`src/rtl/top_level.sv`:
```
// Lab processor block: self-sequencing engine that loads two signed 16-bit
// operands from data memory, multiplies them with a radix-2 Booth sequence,
// parks the 32-bit product in the register file and stores it back to memory.

// 256x8 data memory: combinational read, synchronous write, no reset so
// preloaded contents survive a reset.
module lab_dm #(
  parameter int DEPTH = 256
) (
  input  logic       clk,
  input  logic       we,
  input  logic [7:0] addr,
  input  logic [7:0] wdata,
  output logic [7:0] rdata
);
  logic [7:0] Core [0:DEPTH-1];

  // Byte write on the rising edge
  always_ff @(posedge clk) begin
    if (we) begin
      Core[addr] <= wdata;
    end
  end

  assign rdata = Core[addr];
endmodule

// 16x8 register file: combinational read, synchronous write. Besides the
// byte write port it has a product port that fills Registers[4..7] (MSB
// first) in one edge, so the final Booth step can park the whole product.
module lab_rf (
  input  logic        clk,
  input  logic        we,
  input  logic [3:0]  waddr,
  input  logic [7:0]  wdata,
  input  logic        we_prod,
  input  logic [31:0] prod,
  input  logic [3:0]  raddr,
  output logic [7:0]  rdata
);
  logic [7:0] Registers [0:15];

  // Byte write or product write on the rising edge (never both at once)
  always_ff @(posedge clk) begin
    if (we_prod) begin
      Registers[4] <= prod[31:24];
      Registers[5] <= prod[23:16];
      Registers[6] <= prod[15:8];
      Registers[7] <= prod[7:0];
    end else if (we) begin
      Registers[waddr] <= wdata;
    end
  end

  assign rdata = Registers[raddr];
endmodule

module top_level #(
  parameter int A_ADDR   = 0,
  parameter int B_ADDR   = 2,
  parameter int P_ADDR   = 4,
  parameter int DM_DEPTH = 256
) (
  input  logic Clk,
  input  logic Reset,
  input  logic Start,
  output logic Ack
);
  typedef enum logic [2:0] {
    S_IDLE  = 3'd0,
    S_ARMED = 3'd1,
    S_LOAD  = 3'd2,
    S_MUL   = 3'd3,
    S_STORE = 3'd4,
    S_DONE  = 3'd5
  } state_t;

  localparam logic [7:0] A_BASE = A_ADDR[7:0];
  localparam logic [7:0] B_BASE = B_ADDR[7:0];
  localparam logic [7:0] P_BASE = P_ADDR[7:0];

  state_t      state_q, state_d;
  logic [4:0]  cnt_q, cnt_d;
  logic [23:0] op_q, op_d;          // first three operand bytes gathered in LOAD
  logic [15:0] mcand_q, mcand_d;    // multiplicand (operand A)
  logic [16:0] hi_q, hi_d;          // Booth accumulator, one guard bit for -32768
  logic [15:0] lo_q, lo_d;          // multiplier shifting out, product low half shifting in
  logic        qm1_q, qm1_d;        // Booth Q(-1) bit
  logic        ack_q, ack_d;

  logic        dm_we;
  logic [7:0]  dm_addr, dm_wdata, dm_rdata;
  logic        rf_we, rf_we_prod;
  logic [3:0]  rf_waddr, rf_raddr;
  logic [7:0]  rf_wdata, rf_rdata;
  logic [31:0] rf_prod;

  logic [31:0] op_shift_s;
  logic [7:0]  load_addr_s;
  logic [16:0] mcand_ext_s, sum_s;
  logic [16:0] step_hi_s;
  logic [15:0] step_lo_s;
  logic        step_qm1_s;

  lab_dm #(.DEPTH(DM_DEPTH)) DM1 (
    .clk   (Clk),
    .we    (dm_we),
    .addr  (dm_addr),
    .wdata (dm_wdata),
    .rdata (dm_rdata)
  );

  lab_rf RF1 (
    .clk     (Clk),
    .we      (rf_we),
    .waddr   (rf_waddr),
    .wdata   (rf_wdata),
    .we_prod (rf_we_prod),
    .prod    (rf_prod),
    .raddr   (rf_raddr),
    .rdata   (rf_rdata)
  );

  assign op_shift_s  = {op_q, dm_rdata};
  assign load_addr_s = cnt_q[1] ? (B_BASE + {7'd0, cnt_q[0]}) : (A_BASE + {7'd0, cnt_q[0]});
  assign mcand_ext_s = {mcand_q[15], mcand_q};

  // One Booth step: add/subtract the multiplicand on a 01/10 bit pair, then
  // arithmetic-shift {hi, lo, qm1} right by one
  always_comb begin
    case ({lo_q[0], qm1_q})
      2'b01:   sum_s = hi_q + mcand_ext_s;
      2'b10:   sum_s = hi_q - mcand_ext_s;
      default: sum_s = hi_q;
    endcase
    step_hi_s  = {sum_s[16], sum_s[16:1]};
    step_lo_s  = {sum_s[0], lo_q[15:1]};
    step_qm1_s = lo_q[0];
  end

  // Next-state and datapath control for the run sequence
  always_comb begin
    state_d    = state_q;
    cnt_d      = cnt_q;
    op_d       = op_q;
    mcand_d    = mcand_q;
    hi_d       = hi_q;
    lo_d       = lo_q;
    qm1_d      = qm1_q;
    dm_we      = 1'b0;
    dm_addr    = 8'd0;
    dm_wdata   = 8'd0;
    rf_we      = 1'b0;
    rf_waddr   = 4'd0;
    rf_wdata   = 8'd0;
    rf_we_prod = 1'b0;
    rf_prod    = 32'd0;
    rf_raddr   = 4'd0;
    case (state_q)
      S_IDLE: begin
        if (Start) begin
          state_d = S_ARMED;
        end else begin
          state_d = S_IDLE;
        end
      end
      S_ARMED: begin
        if (!Start) begin
          state_d = S_LOAD;
          cnt_d   = 5'd0;
        end else begin
          state_d = S_ARMED;
        end
      end
      S_LOAD: begin
        dm_addr  = load_addr_s;
        rf_we    = 1'b1;
        rf_waddr = {2'b00, cnt_q[1:0]};
        rf_wdata = dm_rdata;
        op_d     = op_shift_s[23:0];
        if (cnt_q == 5'd3) begin
          state_d = S_MUL;
          cnt_d   = 5'd0;
          mcand_d = op_shift_s[31:16];
          lo_d    = op_shift_s[15:0];
          hi_d    = 17'd0;
          qm1_d   = 1'b0;
        end else begin
          cnt_d = cnt_q + 5'd1;
        end
      end
      S_MUL: begin
        hi_d  = step_hi_s;
        lo_d  = step_lo_s;
        qm1_d = step_qm1_s;
        if (cnt_q == 5'd15) begin
          rf_we_prod = 1'b1;
          rf_prod    = {step_hi_s[15:0], step_lo_s};
          state_d    = S_STORE;
          cnt_d      = 5'd0;
        end else begin
          cnt_d = cnt_q + 5'd1;
        end
      end
      S_STORE: begin
        rf_raddr = 4'd4 + {2'b00, cnt_q[1:0]};
        dm_we    = 1'b1;
        dm_addr  = P_BASE + {6'd0, cnt_q[1:0]};
        dm_wdata = rf_rdata;
        if (cnt_q == 5'd3) begin
          state_d = S_DONE;
          cnt_d   = 5'd0;
        end else begin
          cnt_d = cnt_q + 5'd1;
        end
      end
      S_DONE: begin
        if (Start) begin
          state_d = S_ARMED;
        end else begin
          state_d = S_DONE;
        end
      end
      default: begin
        state_d = S_IDLE;
      end
    endcase
  end

  // Ack rises one edge after DONE is entered and drops on the Start edge that leaves it
  assign ack_d = (state_q == S_DONE) && !Start;

  // State, counters, accumulators and the registered Ack flag
  always_ff @(posedge Clk or negedge Reset) begin
    if (!Reset) begin
      state_q <= S_IDLE;
      cnt_q   <= 5'd0;
      op_q    <= 24'd0;
      mcand_q <= 16'd0;
      hi_q    <= 17'd0;
      lo_q    <= 16'd0;
      qm1_q   <= 1'b0;
      ack_q   <= 1'b0;
    end else begin
      state_q <= state_d;
      cnt_q   <= cnt_d;
      op_q    <= op_d;
      mcand_q <= mcand_d;
      hi_q    <= hi_d;
      lo_q    <= lo_d;
      qm1_q   <= qm1_d;
      ack_q   <= ack_d;
    end
  end

  assign Ack = ack_q;
endmodule

```
`config.mk`:
```
export PLATFORM = sky130hd
export DESIGN_NAME = top_level
export DESIGN_NICKNAME = d
export VERILOG_FILES = /design/src/rtl/top_level.sv
export SDC_FILE = /design/constraint.sdc
export NUM_CORES = 1
export LEC_CHECK = 0
export CORE_MARGIN = 5
export CORE_UTILIZATION = 45
export DETAILED_ROUTE_END_ITERATION = 16
export GPL_ROUTABILITY_DRIVEN = 0
export PLACE_DENSITY = 0.66
export SYNTH_ARGS = -nofsm -noshare
export SYNTH_HDL_FRONTEND = slang
export SYNTH_SLANG_ARGS = --single-unit
```
`constraint.sdc`:
```
create_clock -name Clk -period 2.5 [get_ports Clk]
set_input_delay 0.5 -clock Clk [delete_from_list [all_inputs] [get_ports Clk]]
set_output_delay 0.5 -clock Clk [all_outputs]
set_load 0.01 [all_outputs]
```
==> results.py, run 1 <==
metrics = {
    "synth": {
        "ys_seq_area_frac": 0.3742,
        "synth_area_leaders": "dfrtp_1 (37%), ha_1 (6.2%), nor2_1 (5.0%), a21oi_1 (4.2%), nand2b_1 (4.2%)",
        "synth_top_cell_by_area": "dfrtp_1",
        "ys_warn_count": 0,
        "syn-num-nets": 70,
        "synth-edff-count": 0,
        "yosysUniqueCellTypes": 30,
        "synth.cell_area_um2": 601.8,
        "synth.top_cell.area_share": 0.3742,
        "synthCells": 64,
        "ys.flop_type": "dfrtp_1",
        "syn-mean-instance-area_um2": 9.404,
        "ys_seq_elements": 9,
        "async_flop_share": 1.000,
    },
    "power": {
        "comb_power_share": 0.415,
        "p_clk_frac": 0.162,
        "p_switching_w": 0.0003054,
        "p_int_w": 0.0004202,
        "leakagePower_nw": 0.2664,
        "cellPowerDensity_nw_per_um2": 1096,
        "vdd.ir_drop.worst_mv": 0.6705,
        "seq_power_share": 0.423,
        "finalPower_w": 0.0007256,
        "p_sw_frac": 0.4209,
    },
    "layout": {
        "multi_input_area_um2": 350.3,
        "antenna_cells": 0,
        "fin_nets": 75,
        "layout_commonest_cell": "dfrtp_1",
        "fillCellCount": 129,
        "regArea_um2": 225.2,
        "drive_gt1_frac": 0.08824,
        "area.growth.synth_to_final_pct": 9.979,
        "final_cell_mix": "dfrtp_1 (9), nor2_1 (8), a21oi_1 (5), nand2b_1 (4)",
    },
    "die": {
        "core_um2": 1285,
        "die_w_um": 46.57,
        "dieArea_um2": 2169,
        "initial_core_util": 0.4684,
        "rows": 13,
        "fp.dieH_um": 46.57,
        "io_pins": 4,
    },
    "clock_network": {
        "cts_setup_buffers": 0,
        "holdBufCountCts": 0,
        "clk_pin_slew_ns": 0.07,
        "cts_tree": "done",
        "cts_num_sinks": 9,
        "h-tree-depth": 1,
        "cts.path.max_buffers": 2,
        "ctsResizeCount": 0,
        "worstSkewPairLatency_ns": 0.26,
        "cts_root_buf": "clkbuf_4",
        "cts_buffers": 3,
    },
    "outcome": {
        "outcome": "finished clean",
    },
    "drt": {
        "viasPerCell": 5.916,
        "drt_wl_total_um": 1176,
        "vias": 491,
        "route.detailed.wl_per_inst_um": 14.17,
        "drc": 0,
        "dr.pass1.iters": 6,
        "drtAntennaViolNets": 0,
        "drt-initial-drc-count": 9,
    },
    "sta": {
        "setup_ws_ns": 0.7802,
        "relSlewSlack": 0.6674,
        "worst_pin_slew_ns": 0.4989,
        "hold_viol": 0,
        "report.final.slew_viol_count": 0,
        "rsz0062_at_grt": "false",
        "period_share": 0.6879,
        "clock.fmax_mhz": 581.5,
        "min_period_ns": 1.720,
        "finalSetupViolations": 0,
        "clock_skew_ns": 0.001767,
        "fin_setup_tns_ns": 0,
    },
    "critical_path": {
        "crit_fanout": 5,
        "reg2regPathDepth": 7,
        "cpMostUsedCell": "ha_1",
        "critPathRequiredTime_ns": 2.71,
        "path_depth": 7,
        "start_kind": "flip-flop",
        "crit_type": "flip-flop to flip-flop",
        "slowest_stage": "dfrtp_1",
        "rrSetupSlack_ns": 0.78,
        "critPathCaptureType": "flip-flop",
        "crit_family": "compound AO/OA/AOI/OAI gates",
        "critical_path_buf_inv_count": 1,
        "arrival_ns": 1.93,
        "crit_chain": "ha_1 > nand3_1 > inv_1 > ha_1 > o32a_1 > a211oi_2 > o21a_1",
        "critPathMaxStageDelay_ns": 0.42,
    },
    "flow_run": {
        "drv_cap": 0,
    },
    "global_route": {
        "grt_usage": 0.1287,
        "grt_pass1_vias": 475,
        "antenna_found_initial": 0,
        "grt_max_degree": 18,
        "overflow": 0,
        "grt_pass1_wl_um": 1966,
    },
    "min_path": {
        "hold_path.class": "flip-flop to flip-flop",
        "hold_depth": 1,
    },
    "place": {
        "dpl_worst_slack_ns": 0.7918,
        "dp_hpwl_um": 805.5,
        "portBuffers": 3,
    },
}
[per-stage QoR]
stage / hold slack (ns) / instances / util / area, µm²
floorplan: 0.2044 / 64 / - / 601.8
global placement: 0.5046 / 79 / 0.4946 / 635.6
detailed placement: 0.5149 / 79 / 0.4946 / 635.6
CTS: 0.5238 / 83 / 0.5151 / 661.9
global route: 0.5313 / 83 / 0.5151 / 661.9
finish: 0.5221 / 83 / 0.5151 / 661.9
[state kept, by name (all words and copies together) (netlist names)]
register  flops
Ack           1
cnt_q         5
state_q       3
[synthesized netlist by cell type (2+ instances only)]
master	number
a21oi_1	5
o21ai_0	3
o21a_1	2
o22a_1	2
nor2_1	8
nand3_1	2
nand2b_1	4
ha_1	3
dfrtp_1	9
buf_2	3
mux2i_1	2
inv_1	3
[final cells by class]
class,instances,share of cell area
multi-input combinational,49,0.5293
sequential,9,0.3403
timing repair buffer,3,0.04537
clock buffer,4,0.03970
tap,15,0.02836
inverter,3,0.01701
[power groups by stage]
stage                     logic [W]  clock network (W)  registers [W]
after floorplan            0.000293                  0       0.000255
after global placement     0.000299                  0       0.000309
after global routing       0.000337           0.000126       0.000319
final                      0.000301           0.000118       0.000307
after CTS                  0.000302           0.000120       0.000305
after detailed placement   0.000299                  0       0.000308
[per-layer routing]
metal  up-vias  wire, µm  track usage
li1        246         -            -
met1       236       590       0.1565
met2         9       544       0.2033
met3         0        41      0.02344
met4         0         0      0.08523
met5         -         0            0
[cells by family (layout without fill, tap and decap cells)]
group	after synthesis	after routing	synth area share
fa+ha+maj	3	3	0.06238
simple gates	20	20	0.1913
flops	9	9	0.3742
compound gates	22	22	0.2661
buf+inv	6	10	0.04365
mux	2	2	0.03327
xor+xnor	2	2	0.02911
[worst paths after layout]
path	startpoint	to
setup / recovery	cnt_q[1]$_DFFE_PN0P_	cnt_q[2]$_DFFE_PN0P_
hold / removal	cnt_q[0]$_DFFE_PN0P_	cnt_q[0]$_DFFE_PN0P_
setup reg to reg	cnt_q[1]$_DFFE_PN0P_	cnt_q[2]$_DFFE_PN0P_
hold reg to reg	cnt_q[0]$_DFFE_PN0P_	cnt_q[0]$_DFFE_PN0P_
max in group asynchronous	Reset	state_q[2]$_DFFE_PN0P_
min in group asynchronous	Reset	cnt_q[0]$_DFFE_PN0P_
(Power assumes the default switching activity.)
==> run 2, diff against run 1 <==
==> constraint.sdc (replaced) <==
create_clock -name Clk -period 1.8 [get_ports Clk]
set_input_delay 0.36 -clock Clk [delete_from_list [all_inputs] [get_ports Clk]]
set_output_delay 0.36 -clock Clk [all_outputs]
set_load 0.01 [all_outputs]
==> results.py, run 2 (synthesis results as in run 1) <==
metrics = {
    "outcome": {
        "outcome": "finished clean",
    },
    "layout": {
        "regArea_um2": 225.2,
        "area.growth.synth_to_final_pct": 12.47,
        "final_cell_mix": "dfrtp_1 (9), nor2_1 (8), a21oi_1 (5), nand2b_1 (4)",
        "finalNonFillerCells": 85,
        "fin_nets": 77,
        "drive_gt1_frac": 0.1143,
        "layout_commonest_cell": "dfrtp_1",
        "final_cell_area_um2": 676.9,
        "multi_input_area_um2": 350.3,
        "largest_reg_flops": 5,
        "antenna_cells": 0,
        "regMostFlops": "cnt_q",
        "fillCellCount": 131,
    },
    "critical_path": {
        "arrival_ns": 1.88,
        "critPathMaxStageDelay_ns": 0.42,
        "cpMostUsedCell": "ha_1",
        "crit_family": "compound AO/OA/AOI/OAI gates",
        "critPathRequiredTime_ns": 2.01,
        "slowest_stage": "dfrtp_1",
        "critical_path_buf_inv_count": 1,
        "crit_chain": "ha_1 > nand3_1 > inv_1 > ha_1 > o32a_1 > a211oi_2 > o21a_1",
        "start_kind": "flip-flop",
        "crit_fanout": 5,
        "crit_type": "flip-flop to flip-flop",
        "critPathCaptureType": "flip-flop",
    },
    "drt": {
        "drc": 0,
        "drtAntennaViolNets": 0,
        "dr.pass1.iters": 4,
        "drt-initial-drc-count": 11,
        "route.detailed.wl_per_inst_um": 13.75,
        "viasPerCell": 5.788,
        "drt_wl_total_um": 1169,
        "vias": 492,
    },
    "die": {
        "die_w_um": 46.57,
        "io_pins": 4,
        "fp.dieH_um": 46.57,
        "initial_core_util": 0.4684,
        "rows": 13,
        "dieArea_um2": 2169,
        "core_um2": 1285,
    },
    "clock_network": {
        "ctsResizeCount": 0,
        "cts_buffers": 3,
        "cts_tree": "done",
        "cts_root_buf": "clkbuf_4",
        "cts_setup_buffers": 0,
        "worstSkewPairLatency_ns": 0.26,
        "cts.path.max_buffers": 2,
        "h-tree-depth": 1,
        "cts_num_sinks": 9,
        "holdBufCountCts": 0,
        "clk_pin_slew_ns": 0.06,
    },
    "sta": {
        "relSlewSlack": 0.7007,
        "worst_pin_slew_ns": 0.4490,
        "setup_ws_ns": 0.1285,
        "fin_setup_tns_ns": 0,
        "clock_skew_ns": 0.004124,
        "hold_viol": 0,
        "report.final.slew_viol_count": 0,
        "clock.fmax_mhz": 598.3,
        "min_period_ns": 1.672,
        "period_share": 0.9286,
        "finalSetupViolations": 0,
        "rsz0062_at_grt": "false",
    },
    "min_path": {
        "hold_path.class": "input port to asynchronous set/reset pin",
    },
    "flow_run": {
        "drv_cap": 0,
    },
    "place": {
        "placed_cell_area_um2": 650.6,
        "dp_hpwl_um": 841.1,
        "dpl.cell_count": 81,
        "dpl_worst_slack_ns": 0.1371,
        "portBuffers": 3,
    },
    "power": {
        "leakagePower_nw": 0.2761,
        "cellPowerDensity_nw_per_um2": 1504,
        "vdd.ir_drop.worst_mv": 0.8310,
    },
    "global_route": {
        "overflow": 0,
        "grt_max_degree": 17,
        "grt_pass1_wl_um": 2063,
        "grt_pass1_vias": 478,
        "antenna_found_initial": 0,
        "grt_usage": 0.1371,
    },
}
run 2: cell count changes in the layout (fill, tap and decap cells not counted), sizes merged:
| cell | previous run | this run |
|---|---|---|
| buf | 0 | 2 |
run 2: power breakdown:
part | internal [W] | switching [W]
Clock | 0.0000856 | 0.0000734
Combinational | 0.000237 | 0.000212
Sequential | 0.000276 | 0.000135
run 2: layout make-up:
cell class,instances,area share
clock buffers,4,0.03882
inverters,3,0.01664
multi-input cells,49,0.5176
flip-flops and latches,9,0.3327
well taps,15,0.02773
repair buffers,5,0.06654
run 2: final timing paths:
path | start | to | slack [ns] | depth (start not counted)
worst max-delay path | cnt_q[1]$_DFFE_PN0P_ | cnt_q[2]$_DFFE_PN0P_ | 0.13 | 7
worst min-delay path | Reset | cnt_q[3]$_DFFE_PN0P_ | 0.40 | 1
worst max register to register | cnt_q[1]$_DFFE_PN0P_ | cnt_q[2]$_DFFE_PN0P_ | 0.13 | 7
worst min register to register | cnt_q[0]$_DFFE_PN0P_ | cnt_q[0]$_DFFE_PN0P_ | 0.51 | 1
max in group asynchronous | Reset | Ack$_DFF_PN0_ | 1.09 | 1
min in group Clk | cnt_q[0]$_DFFE_PN0P_ | cnt_q[0]$_DFFE_PN0P_ | 0.51 | 1
run 2: metal layers:
metal | wire length (µm) | track usage
met1 | 582 | 0.1792
met2 | 538 | 0.2060
met3 | 38 | 0.02344
met4 | 9 | 0.08523
met5 | 0 | 0
run 2: per-stage QoR:
| stage | total power (W) | utilization | hold WS, ns |
|---|---|---|---|
| global placement | 0.0008575 | 0.5063 | 0.5230 |
| CTS | 0.001025 | 0.5268 | 0.4173 |
| detailed placement | 0.0008634 | 0.5063 | 0.5122 |
| finish | 0.001018 | 0.5268 | 0.4012 |
| floorplan | 0.0007616 | - | 0.06441 |
| global route | 0.001107 | 0.5268 | 0.4270 |
==> run 3, diff against run 2 <==
--- a/config.mk
+++ b/config.mk
@@ -9,7 +9,7 @@
 export CORE_UTILIZATION = 45
 export DETAILED_ROUTE_END_ITERATION = 16
 export GPL_ROUTABILITY_DRIVEN = 0
-export PLACE_DENSITY = 0.66
+export PLACE_DENSITY = 0.61
 export SYNTH_ARGS = -nofsm -noshare
 export SYNTH_HDL_FRONTEND = slang
 export SYNTH_SLANG_ARGS = --single-unit
==> results.py, run 3 (synthesis results as in run 1) <==
metrics = {
    "outcome": {
        "outcome": "finished clean",
    },
    "die": {
        "rows": 13,
        "dieArea_um2": 2169,
        "core_um2": 1285,
        "io_pins": 4,
        "die_w_um": 46.57,
        "fp.dieH_um": 46.57,
        "initial_core_util": 0.4684,
    },
    "layout": {
        "fillCellCount": 126,
        "area.growth.synth_to_final_pct": 12.47,
        "fin_nets": 77,
        "largest_reg_flops": 5,
        "regMostFlops": "cnt_q",
        "antenna_cells": 0,
        "drive_gt1_frac": 0.1143,
        "final_cell_mix": "dfrtp_1 (9), nor2_1 (8), a21oi_1 (5), nand2b_1 (4)",
        "layout_commonest_cell": "dfrtp_1",
        "finalNonFillerCells": 85,
    },
    "critical_path": {
        "critical_path_buf_inv_count": 1,
        "slowest_stage": "dfrtp_1",
        "start_kind": "flip-flop",
        "critPathCaptureType": "flip-flop",
        "crit_fanout": 5,
        "arrival_ns": 1.89,
        "crit_family": "compound AO/OA/AOI/OAI gates",
        "cpMostUsedCell": "ha_1",
        "crit_chain": "ha_1 > nand3_1 > inv_1 > ha_1 > o32a_1 > a211oi_2 > o21a_1",
        "crit_type": "flip-flop to flip-flop",
        "critPathRequiredTime_ns": 2.01,
        "critPathMaxStageDelay_ns": 0.42,
    },
    "drt": {
        "viasPerCell": 5.682,
        "route.detailed.wl_per_inst_um": 13.38,
        "drtAntennaViolNets": 0,
        "drt_wl_total_um": 1137,
        "dr.pass1.iters": 4,
        "vias": 483,
        "drc": 0,
        "drt-initial-drc-count": 7,
    },
    "sta": {
        "min_period_ns": 1.684,
        "period_share": 0.9358,
        "worst_pin_slew_ns": 0.4663,
        "finalHoldWorstSlack_ns": 0.3844,
        "hold_viol": 0,
        "relSlewSlack": 0.6891,
        "clock_skew_ns": 0.004294,
        "fin_setup_tns_ns": 0,
        "rsz0062_at_grt": "false",
        "report.final.slew_viol_count": 0,
        "setup_ws_ns": 0.1156,
        "clock.fmax_mhz": 593.7,
        "finalSetupViolations": 0,
    },
    "clock_network": {
        "holdBufCountCts": 0,
        "cts_root_buf": "clkbuf_4",
        "ctsResizeCount": 0,
        "cts_num_sinks": 9,
        "cts.path.max_buffers": 2,
        "cts_setup_buffers": 0,
        "worstSkewPairLatency_ns": 0.27,
        "cts_buffers": 3,
        "h-tree-depth": 1,
        "cts_tree": "done",
        "clk_pin_slew_ns": 0.06,
    },
    "power": {
        "finalPower_w": 0.001015,
        "leakagePower_nw": 0.2761,
        "vdd.ir_drop.worst_mv": 0.7027,
        "cellPowerDensity_nw_per_um2": 1499,
    },
    "min_path": {
        "hold_path.class": "input port to asynchronous set/reset pin",
    },
    "global_route": {
        "overflow": 0,
        "antenna_found_initial": 0,
        "grt_usage": 0.1366,
        "grt_max_degree": 17,
        "grt_pass1_vias": 441,
        "grt_pass1_wl_um": 1952,
    },
    "place": {
        "dpl_worst_slack_ns": 0.1325,
        "dp_hpwl_um": 846.1,
        "dpl.cell_count": 81,
        "portBuffers": 3,
    },
    "flow_run": {
        "drv_cap": 0,
    },
}
## run 3: path summary, 6_finish.rpt
path	start	endpoint	slack [ns]	cells after the start
worst max-delay path	cnt_q[1]$_DFFE_PN0P_	cnt_q[2]$_DFFE_PN0P_	0.12	7
worst min-delay path	Reset	state_q[0]$_DFFE_PN0P_	0.38	1
worst max register to register	cnt_q[1]$_DFFE_PN0P_	cnt_q[2]$_DFFE_PN0P_	0.12	7
worst min register to register	cnt_q[0]$_DFFE_PN0P_	cnt_q[0]$_DFFE_PN0P_	0.50	1
max in group asynchronous	Reset	cnt_q[3]$_DFFE_PN0P_	1.13	1
min in group Clk	cnt_q[0]$_DFFE_PN0P_	cnt_q[0]$_DFFE_PN0P_	0.50	1
## run 3: metal layers
metal | share of wire | global-route usage | vias up
met3 | 0.046 | 0.04688 | 5
met2 | 0.41 | 0.1758 | 12
met1 | 0.51 | 0.1752 | 217
met4 | 0.039 | 0.1193 | 0
li1 | - | - | 249
met5 | 0 | 0 | -
## run 3: layout make-up
type	instances	area, µm²	share of cell area
well taps	15	18.77	0.02773
flip-flops and latches	9	225.2	0.3327
inverters	3	11.26	0.01664
multi-input cells	49	350.3	0.5176
repair buffers	5	45.04	0.06654
clock buffers	4	26.28	0.03882
## run 3: where the power goes
group	switching [W]	internal [W]
Sequential	0.000137	0.000276
Clock	0.0000756	0.0000857
Combinational	0.000205	0.000236
Total	0.000417	0.000597
## run 3: metrics by stage
stage	utilization	instance area [µm²]
floorplan	-	601.8
global placement	0.5063	650.6
detailed placement	0.5063	650.6
CTS	0.5268	676.9
global route	0.5268	676.9
finish	0.5268	676.9
## run 3: worst reg2reg max path, delay by kind of cell, from the launching register on
kind                     cells  cell delay [ns]
AO/OA/AOI/OAI                3             0.56
adder cells (fa/ha/maj)      2             0.47
buffers and inverters        1             0.05
flip-flops                   1             0.42
AND/OR/NAND/NOR              1             0.12
